==> config.mk <==
export PLATFORM = sky130hd
export DESIGN_NAME = cern_io_pad_link_ctrl
export DESIGN_NICKNAME = d
export VERILOG_FILES = /design/src/rtl/cern_io_pad_link_ctrl.sv
export SDC_FILE = /design/constraint.sdc
export NUM_CORES = 1
export LEC_CHECK = 0
export CORE_UTILIZATION = 55
export DETAILED_ROUTE_END_ITERATION = 10
export GPL_ROUTABILITY_DRIVEN = 0
export PLACE_DENSITY_LB_ADDON = 0.25
export SYNTH_ARGS = -nofsm -noshare
export SYNTH_HDL_FRONTEND = slang
export SYNTH_SLANG_ARGS = --single-unit
==> constraint.sdc <==
create_clock -name clk -period 4.1 [get_ports clk]
set_input_delay 1.025 -clock clk [delete_from_list [all_inputs] [get_ports clk]]
set_output_delay 1.025 -clock clk [all_outputs]
set_load 0.02 [all_outputs]
==> src/rtl/cern_io_pad_link_ctrl.sv <==
// cern_io_pad_link_ctrl: half-duplex single-wire serial link controller driving one bidirectional IO pad
module cern_io_pad_link_ctrl #(
   parameter int DATA_W     = 8,
   parameter int BIT_DIV    = 4,
   parameter int TURN_CYC   = 2,
   parameter int RX_TIMEOUT = 64
) (
   input  logic              clk,
   input  logic              rst,
   input  logic              tx_valid,
   input  logic [DATA_W-1:0] tx_data,
   input  logic              rx_req,
   output logic              ready,
   input  logic              cfg_ds,
   output logic [DATA_W-1:0] rx_data,
   output logic              rx_valid,
   output logic              rx_err,
   output logic              rx_timeout,
   output logic              pad_a,
   output logic              pad_out_en,
   output logic              pad_ds,
   output logic              pad_pen,
   output logic              pad_ud_b,
   input  logic              pad_z
);
   localparam int DIV_W = $clog2(BIT_DIV);
   localparam int BIT_W = $clog2(DATA_W + 2);
   localparam int TMO_W = $clog2(RX_TIMEOUT + 1);
   localparam int TRN_W = $clog2(TURN_CYC + 1);
   localparam logic [DIV_W-1:0] DIV_LAST = DIV_W'(BIT_DIV - 1);
   localparam logic [DIV_W-1:0] DIV_HALF = DIV_W'(BIT_DIV / 2 - 1);
   localparam logic [BIT_W-1:0] TX_LAST  = BIT_W'(DATA_W + 1);
   localparam logic [BIT_W-1:0] RX_STOP  = BIT_W'(DATA_W);
   localparam logic [TMO_W-1:0] TMO_MAX  = TMO_W'(RX_TIMEOUT);
   localparam logic [TRN_W-1:0] TRN_LAST = TRN_W'(TURN_CYC - 1);

   typedef enum logic [2:0] {IDLE, TX_BIT, TURN, RX_WAIT, RX_START, RX_BIT} state_t;

   state_t            state;
   logic              z_s1, z_s2;
   logic [DIV_W-1:0]  div;
   logic [BIT_W-1:0]  bit_cnt;
   logic [TMO_W-1:0]  tmo;
   logic [TRN_W-1:0]  turn_cnt;
   logic [DATA_W:0]   tx_sh;
   logic [DATA_W-1:0] rx_sh;
   logic              div_done, tmo_hit;
   logic [TMO_W-1:0]  tmo_next;

   assign div_done = div == DIV_LAST;
   assign tmo_hit  = tmo == TMO_MAX;
   assign tmo_next = tmo_hit ? tmo : tmo + TMO_W'(1);
   assign pad_ud_b = 1'b1;

   // two-flop synchroniser for the asynchronous pad input, idling high like the pulled-up line
   always_ff @(posedge clk) begin
      if (rst) begin
         z_s1 <= 1'b1;
         z_s2 <= 1'b1;
      end else begin
         z_s1 <= pad_z;
         z_s2 <= z_s1;
      end
   end

   // link sequencer: TX serialisation, bus turnaround, start search and RX deserialisation with registered pad controls
   always_ff @(posedge clk) begin
      if (rst) begin
         state      <= IDLE;
         ready      <= 1'b0;
         pad_out_en <= 1'b0;
         pad_a      <= 1'b1;
         pad_pen    <= 1'b1;
         pad_ds     <= 1'b0;
         rx_data    <= '0;
         rx_valid   <= 1'b0;
         rx_err     <= 1'b0;
         rx_timeout <= 1'b0;
         div        <= '0;
         bit_cnt    <= '0;
         tmo        <= '0;
         turn_cnt   <= '0;
         tx_sh      <= '0;
         rx_sh      <= '0;
      end else begin
         rx_valid   <= 1'b0;
         rx_err     <= 1'b0;
         rx_timeout <= 1'b0;
         case (state)
            IDLE: begin
               ready <= 1'b1;
               if (ready && tx_valid) begin
                  state      <= TX_BIT;
                  ready      <= 1'b0;
                  pad_ds     <= cfg_ds;
                  tx_sh      <= {tx_data, 1'b1};
                  pad_a      <= 1'b0;
                  pad_out_en <= 1'b1;
                  pad_pen    <= 1'b0;
                  div        <= '0;
                  bit_cnt    <= '0;
               end else if (ready && rx_req) begin
                  state    <= TURN;
                  ready    <= 1'b0;
                  pad_ds   <= cfg_ds;
                  turn_cnt <= '0;
               end
            end
            TX_BIT: begin
               div <= div_done ? '0 : div + DIV_W'(1);
               if (div_done) begin
                  if (bit_cnt == TX_LAST) begin
                     state      <= IDLE;
                     ready      <= 1'b1;
                     pad_out_en <= 1'b0;
                     pad_pen    <= 1'b1;
                     pad_a      <= 1'b1;
                  end else begin
                     bit_cnt <= bit_cnt + BIT_W'(1);
                     pad_a   <= tx_sh[DATA_W];
                     tx_sh   <= {tx_sh[DATA_W-1:0], 1'b1};
                  end
               end
            end
            TURN: begin
               turn_cnt <= turn_cnt + TRN_W'(1);
               if (turn_cnt == TRN_LAST) begin
                  state <= RX_WAIT;
                  tmo   <= '0;
               end
            end
            RX_WAIT: begin
               tmo <= tmo_next;
               div <= '0;
               if (tmo_hit) begin
                  state      <= IDLE;
                  ready      <= 1'b1;
                  rx_err     <= 1'b1;
                  rx_timeout <= 1'b1;
               end else if (!z_s2) begin
                  state <= RX_START;
               end
            end
            RX_START: begin
               tmo <= tmo_next;
               div <= (div == DIV_HALF) ? '0 : div + DIV_W'(1);
               if (div == DIV_HALF) begin
                  bit_cnt <= '0;
                  state   <= z_s2 ? RX_WAIT : RX_BIT;
               end
            end
            RX_BIT: begin
               div <= div_done ? '0 : div + DIV_W'(1);
               if (div_done) begin
                  bit_cnt <= bit_cnt + BIT_W'(1);
                  rx_sh   <= (rx_sh << 1) | DATA_W'(z_s2);
                  if (bit_cnt == RX_STOP) begin
                     state    <= IDLE;
                     ready    <= 1'b1;
                     rx_data  <= rx_sh;
                     rx_valid <= z_s2;
                     rx_err   <= !z_s2;
                  end
               end
            end
            default: begin
               state <= IDLE;
               ready <= 1'b0;
            end
         endcase
      end
   end
endmodule

==> Word-level counts from Yosys, hierarchy flattened <==
Cells that the tools add are included.
{ "totals": {"reg_bits": 53, "in_bits": 14, "output_inout_bits": 17, "elab_cells": 135} }
{ "op_classes": {"add_sub_neg": 4, "n_eq_ne": 25, "mux": 55, "n_bitwise": 6, "reduce_logical": 27} }
{ "op_table": {"columns": ["operator", "count"], "rows": [
  ["$mux 3", 11],
  ["$mux 9", 3],
  ["$ne 2x2->1 const B", 12],
  ["$mux 4", 5],
  ["$mux 1", 18],
  ["$pmux 3 s6", 1],
  ["$pmux 9 s2", 1],
  ["$pmux 4 s4", 1],
  ["$mux 7", 2],
  ["$pmux 7 s2", 1],
  ["$reduce_and 3->1", 4],
  ["$reduce_and 6->1", 2],
  ["$mux 2", 5],
  ["$eq 4x4->1 const B", 2],
  ["$or 8x1->8", 1],
  ["$pmux 1 s2", 4],
  ["$pmux 2 s4", 1],
  ["$reduce_and 4->1", 2],
  ["$reduce_and 8->1", 1],
  ["$reduce_bool 2->1", 4],
  ["$reduce_bool 4->1", 2],
  ["$reduce_or 2->1", 4],
  ["$add 7x1->7 const B", 1],
  ["$eq 7x7->1 const B", 1],
  ["16 further kinds", 28]
]} }

==> Depth between registers and ports, before layout <==
{ "logic_depth": {"ltp_word": 4, "ltp_mapped": 8, "mapped_depth_nobuf": 7} }

==> Least setup slack after synthesis <==
No wires, ideal clock.
{ "synth_path": {"path_type": "in2reg", "from": "input tx_valid", "to": "register bit_cnt[3]", "setup_time_ps": 70, "arrival_time_ps": 2429, "required_time_ps": 4030, "path_slack_ps": 1600, "path_stages": 6, "path_buffers": 1, "path_cell_list": "and3b_1 a211oi_1 or4_1 buf_2 or4_1 a21oi_1"} }
{ "synth_via": {"elab_chain_len": 3} }
{ "synth_lines": {"columns": ["item", "line_no", "text"], "rows": [
  ["start, declared", "10", "input logic tx_valid,"],
  ["$logic_and 1x1->1", "92", "if (ready && tx_valid) begin"],
  ["$ne 2x2->1 (no source line)", null, null],
  ["$reduce_and 6->1 (no source line)", null, null],
  ["end signal, assigned", "119", "bit_cnt <= bit_cnt + BIT_W'(1);"],
  ["end signal, assigned", "155", "bit_cnt <= bit_cnt + BIT_W'(1);"],
  ["end, declared", "42", "logic [BIT_W-1:0] bit_cnt;"]
]} }
Every way passes these cells.
A chain may end at the register's enable or synchronous reset.

==> Worst setup path after layout <==
Ends and elaborated chain as after synthesis.

==> results.sh <==
export IMPL_status="completed"
export IMPL_die_w_um=69.7
export IMPL_power_share_combinational_pct=27.7
export IMPL_clkPwrFrac_pct=22.7
export IMPL_fin_worst_skew_ns=0.00849
export IMPL_finish_utilization_pct=66.5
export IMPL_drive_above_1_share_pct=4.64
export IMPL_finalMaxSlewViolations=0
export IMPL_hold_buffers=0
export IMPL_grt_max_degree=31
export IMPL_cp_max_fo=6
export IMPL_cts_reportedPaths_clkPinSlew_ns=0.10
export IMPL_synth_fp_nets=323
export IMPL_clk_latency_ns=0.31
export IMPL_cpMostUsedCell="or4_1"
export IMPL_fin_crit_sh_pct=70.0
export IMPL_hold_class="reg2reg"
export IMPL_cp_slowest_cell="or4_1"
export IMPL_ys_async_sr_fraction_pct=0
export IMPL_start_util_pct=57.5
export IMPL_synth_edff_count=0
export IMPL_vdd_drop_max_mv=0.247
export IMPL_dr_pass1_iters=4
export IMPL_worst_path_buf_inv=1
export IMPL_fmax_mhz=349
export IMPL_finalSetupViolations=0
export IMPL_cp_top_family="simple AND/OR/NAND/NOR gates"
export IMPL_crit_path_cell_trace="clkdlybuf4s50_1 > and3b_1 > a211oi_1 > or4_1 > or4_1 > a21oi_1"
export IMPL_power_switching_mw=0.447
export IMPL_via_count=2137
export IMPL_tightest_slew_ns=0.924
export IMPL_finalHoldViolCount=0
export IMPL_nets=345
export IMPL_synth_seq_area_share_pct=42.1
export IMPL_rows=24
export IMPL_maxCapViolCount=0
export IMPL_synthFlopType="dfxtp_1"
export IMPL_crit_type="in2reg"
export IMPL_antennaDiodeCount=0
export IMPL_ys_ff_latch=53
export IMPL_grt_pass1_vias=1921
export IMPL_chipHeight_um=69.7
export IMPL_cts_max_level=2
export IMPL_vias_per_cell=5.70
export IMPL_start_kind="primary input"
export IMPL_overflow=0
export IMPL_wire_per_inst_um=13.5
export IMPL_netlist_area_sq_mm=0.00252
export IMPL_grt_pass1_wl_mm=8.74
export IMPL_cts_buffer_depth=2
export IMPL_syn_area_per_cell_sq_um=8.41
export IMPL_ant_nets=0
export IMPL_grt_usage_pct=22.2
export IMPL_cts_buffers=5
export IMPL_p_per_area_mw_per_mm2=445
export IMPL_cp_slowest_stage_delay_ns=0.64
export IMPL_cts_resized=0
export IMPL_rsz0062_at_grt="false"
export IMPL_relSlewSlack_pct=38.1
export IMPL_antenna_found_initial=0
export IMPL_core_region_area_sq_mm=0.00438
export IMPL_required_ns=4.33
export IMPL_fin_setup_tns_ns=0
export IMPL_synth_cells=300
export IMPL_postCtsSetupBuffers=0
export IMPL_period_minus_slack_ns=2.87
export IMPL_seqPwrFrac_pct=49.6
export IMPL_p_sw_share_pct=34.5
export IMPL_drt_total_wl_mm=5.08
export IMPL_yosysWarnings=0
export IMPL_worstPathArrival_ns=3.10
export IMPL_dp_hpwl_mm=3.51
export IMPL_cts_sinks=53
export IMPL_intPower_mw=0.849
export IMPL_critPathCaptureType="register"
export IMPL_drt_iter0_markers=173
export IMPL_cts_root_buf="clkbuf_8"
export IMPL_io_buffers=29
export IMPL_cts_tree="done"
export IMPL_syn2layout_area_growth_pct=15.6
export IMPL_ioPinCount=31
export IMPL_dieArea_sq_mm=0.00486
export IMPL_p_leak_nw=1.02
export IMPL_drc=0
export IMPL_ys_types=49
[final cells by class]
| class | instances | area [sq um] |
|---|---|---|
| flip-flops and latches | 53 | 1060 |
| repair buffers | 31 | 305 |
| inverters | 12 | 45.0 |
| multi-input cells | 219 | 1350 |
| fillers | 392 | 1470 |
| clock inverters | 3 | 22.5 |
| well taps | 52 | 65.1 |
| clock buffers | 5 | 68.8 |
[worst reg2reg max path, stage by stage, from the launching register on]
cell     delay, ns
dfxtp_1       0.66
nor2b_1       0.36
nand3_1       0.38
nor2_2        0.60
mux2i_1       0.28
nor2_1        0.05
[power by group through the flow]
stage	clock, mW	combinational [mW]	sequential [mW]
global placement	0	0.351	0.651
detailed placement	0	0.358	0.655
CTS	0.306	0.360	0.642
global route	0.324	0.399	0.654
finish	0.294	0.359	0.643
floorplan	0	0.290	0.626
[cell families (layout without fill, tap and decap cells)]
logic type	count (synthesis)	count (layout)	share of synthesized area (%)
xor+xnor	1	1	0.347
simple gates	125	125	24.2
other cells	1	1	0.149
flops	53	53	42.1
fa+ha+maj	9	9	4.46
compound gates	63	63	16.2
buf+inv	28	51	4.71
mux	20	20	7.94
[placed cells by master, fill, tap and decap left out, types with 3 or more instances in the layout]
cell and instances:
a211oi_1 10, a21oi_1 23, a311oi_1 3, a31oi_1 3, and2_1 4, and3_1 4
clkbuf_8 5, clkdlybuf4s50_1 29, clkinvlp_4 3, dfxtp_1 53, ha_1 9, inv_1 12
mux2i_1 20, nand2_1 38, nand2b_1 3, nand3_1 7, nand4b_1 4, nor2_1 39
nor3_1 4, o21ai_0 7, or4_1 3
[worst paths after layout]
path / start / endpoint / slack [ns] / cells past startpoint
max: tx_valid / bit_cnt[3] / 1.23 / 6
min: z_s1 / z_s2 / 0.42 / 1
max reg2reg: state[2] / rx_data[4] / 1.66 / 5
min reg2reg: z_s1 / z_s2 / 0.42 / 1
[layer usage]
layer  part of all wire, %  GRT usage [%]  wire, um
met1                    48           30.6      2460
met2                    46           34.5      2310
met3                   3.9           4.51       199
met4                   2.1           8.44       108
met5                     0              0         0
[sequential cells by signal, summed over array words and instances, names as in the netlist, 2 cells and up]
register  cells
bit_cnt       4
div           2
rx_data       8
rx_sh         8
state         3
tmo           7
turn_cnt      2
tx_sh         9
[cells in the mapped netlist, types with 3 or more instances]
library cell	number	share of area, %
a21oi_1	23	4.6
inv_1	12	1.8
dfxtp_1	53	42
nand2_1	38	5.7
nor3_1	4	0.79
nand4b_1	4	1.4
or4_1	3	0.89
ha_1	9	4.5
and2_1	4	0.99
a211oi_1	10	3.0
a311oi_1	3	1.0
mux2i_1	20	7.9
nor2_1	39	5.8
o21ai_0	7	1.4
nand3_1	7	1.4
clkbuf_1	10	1.5
nor3b_1	3	0.89
and3_1	4	0.99
nand2b_1	3	0.74
a31oi_1	3	0.74
[per-stage QoR]
stage               setup WS (ns)  hold WS (ns)  total power [mW]  cell area (sq um)  std cells
global route                 1.11         0.430              1.38               2920        375
finish                       1.23         0.416              1.30               2920        375
detailed placement          0.913         0.407              1.01               2820        367
CTS                          1.24         0.422              1.31               2920        375
floorplan                    1.60         0.389             0.916               2520        300
global placement            0.938         0.398              1.00               2820        367
Note: power is estimated with default switching activity, not from simulation.
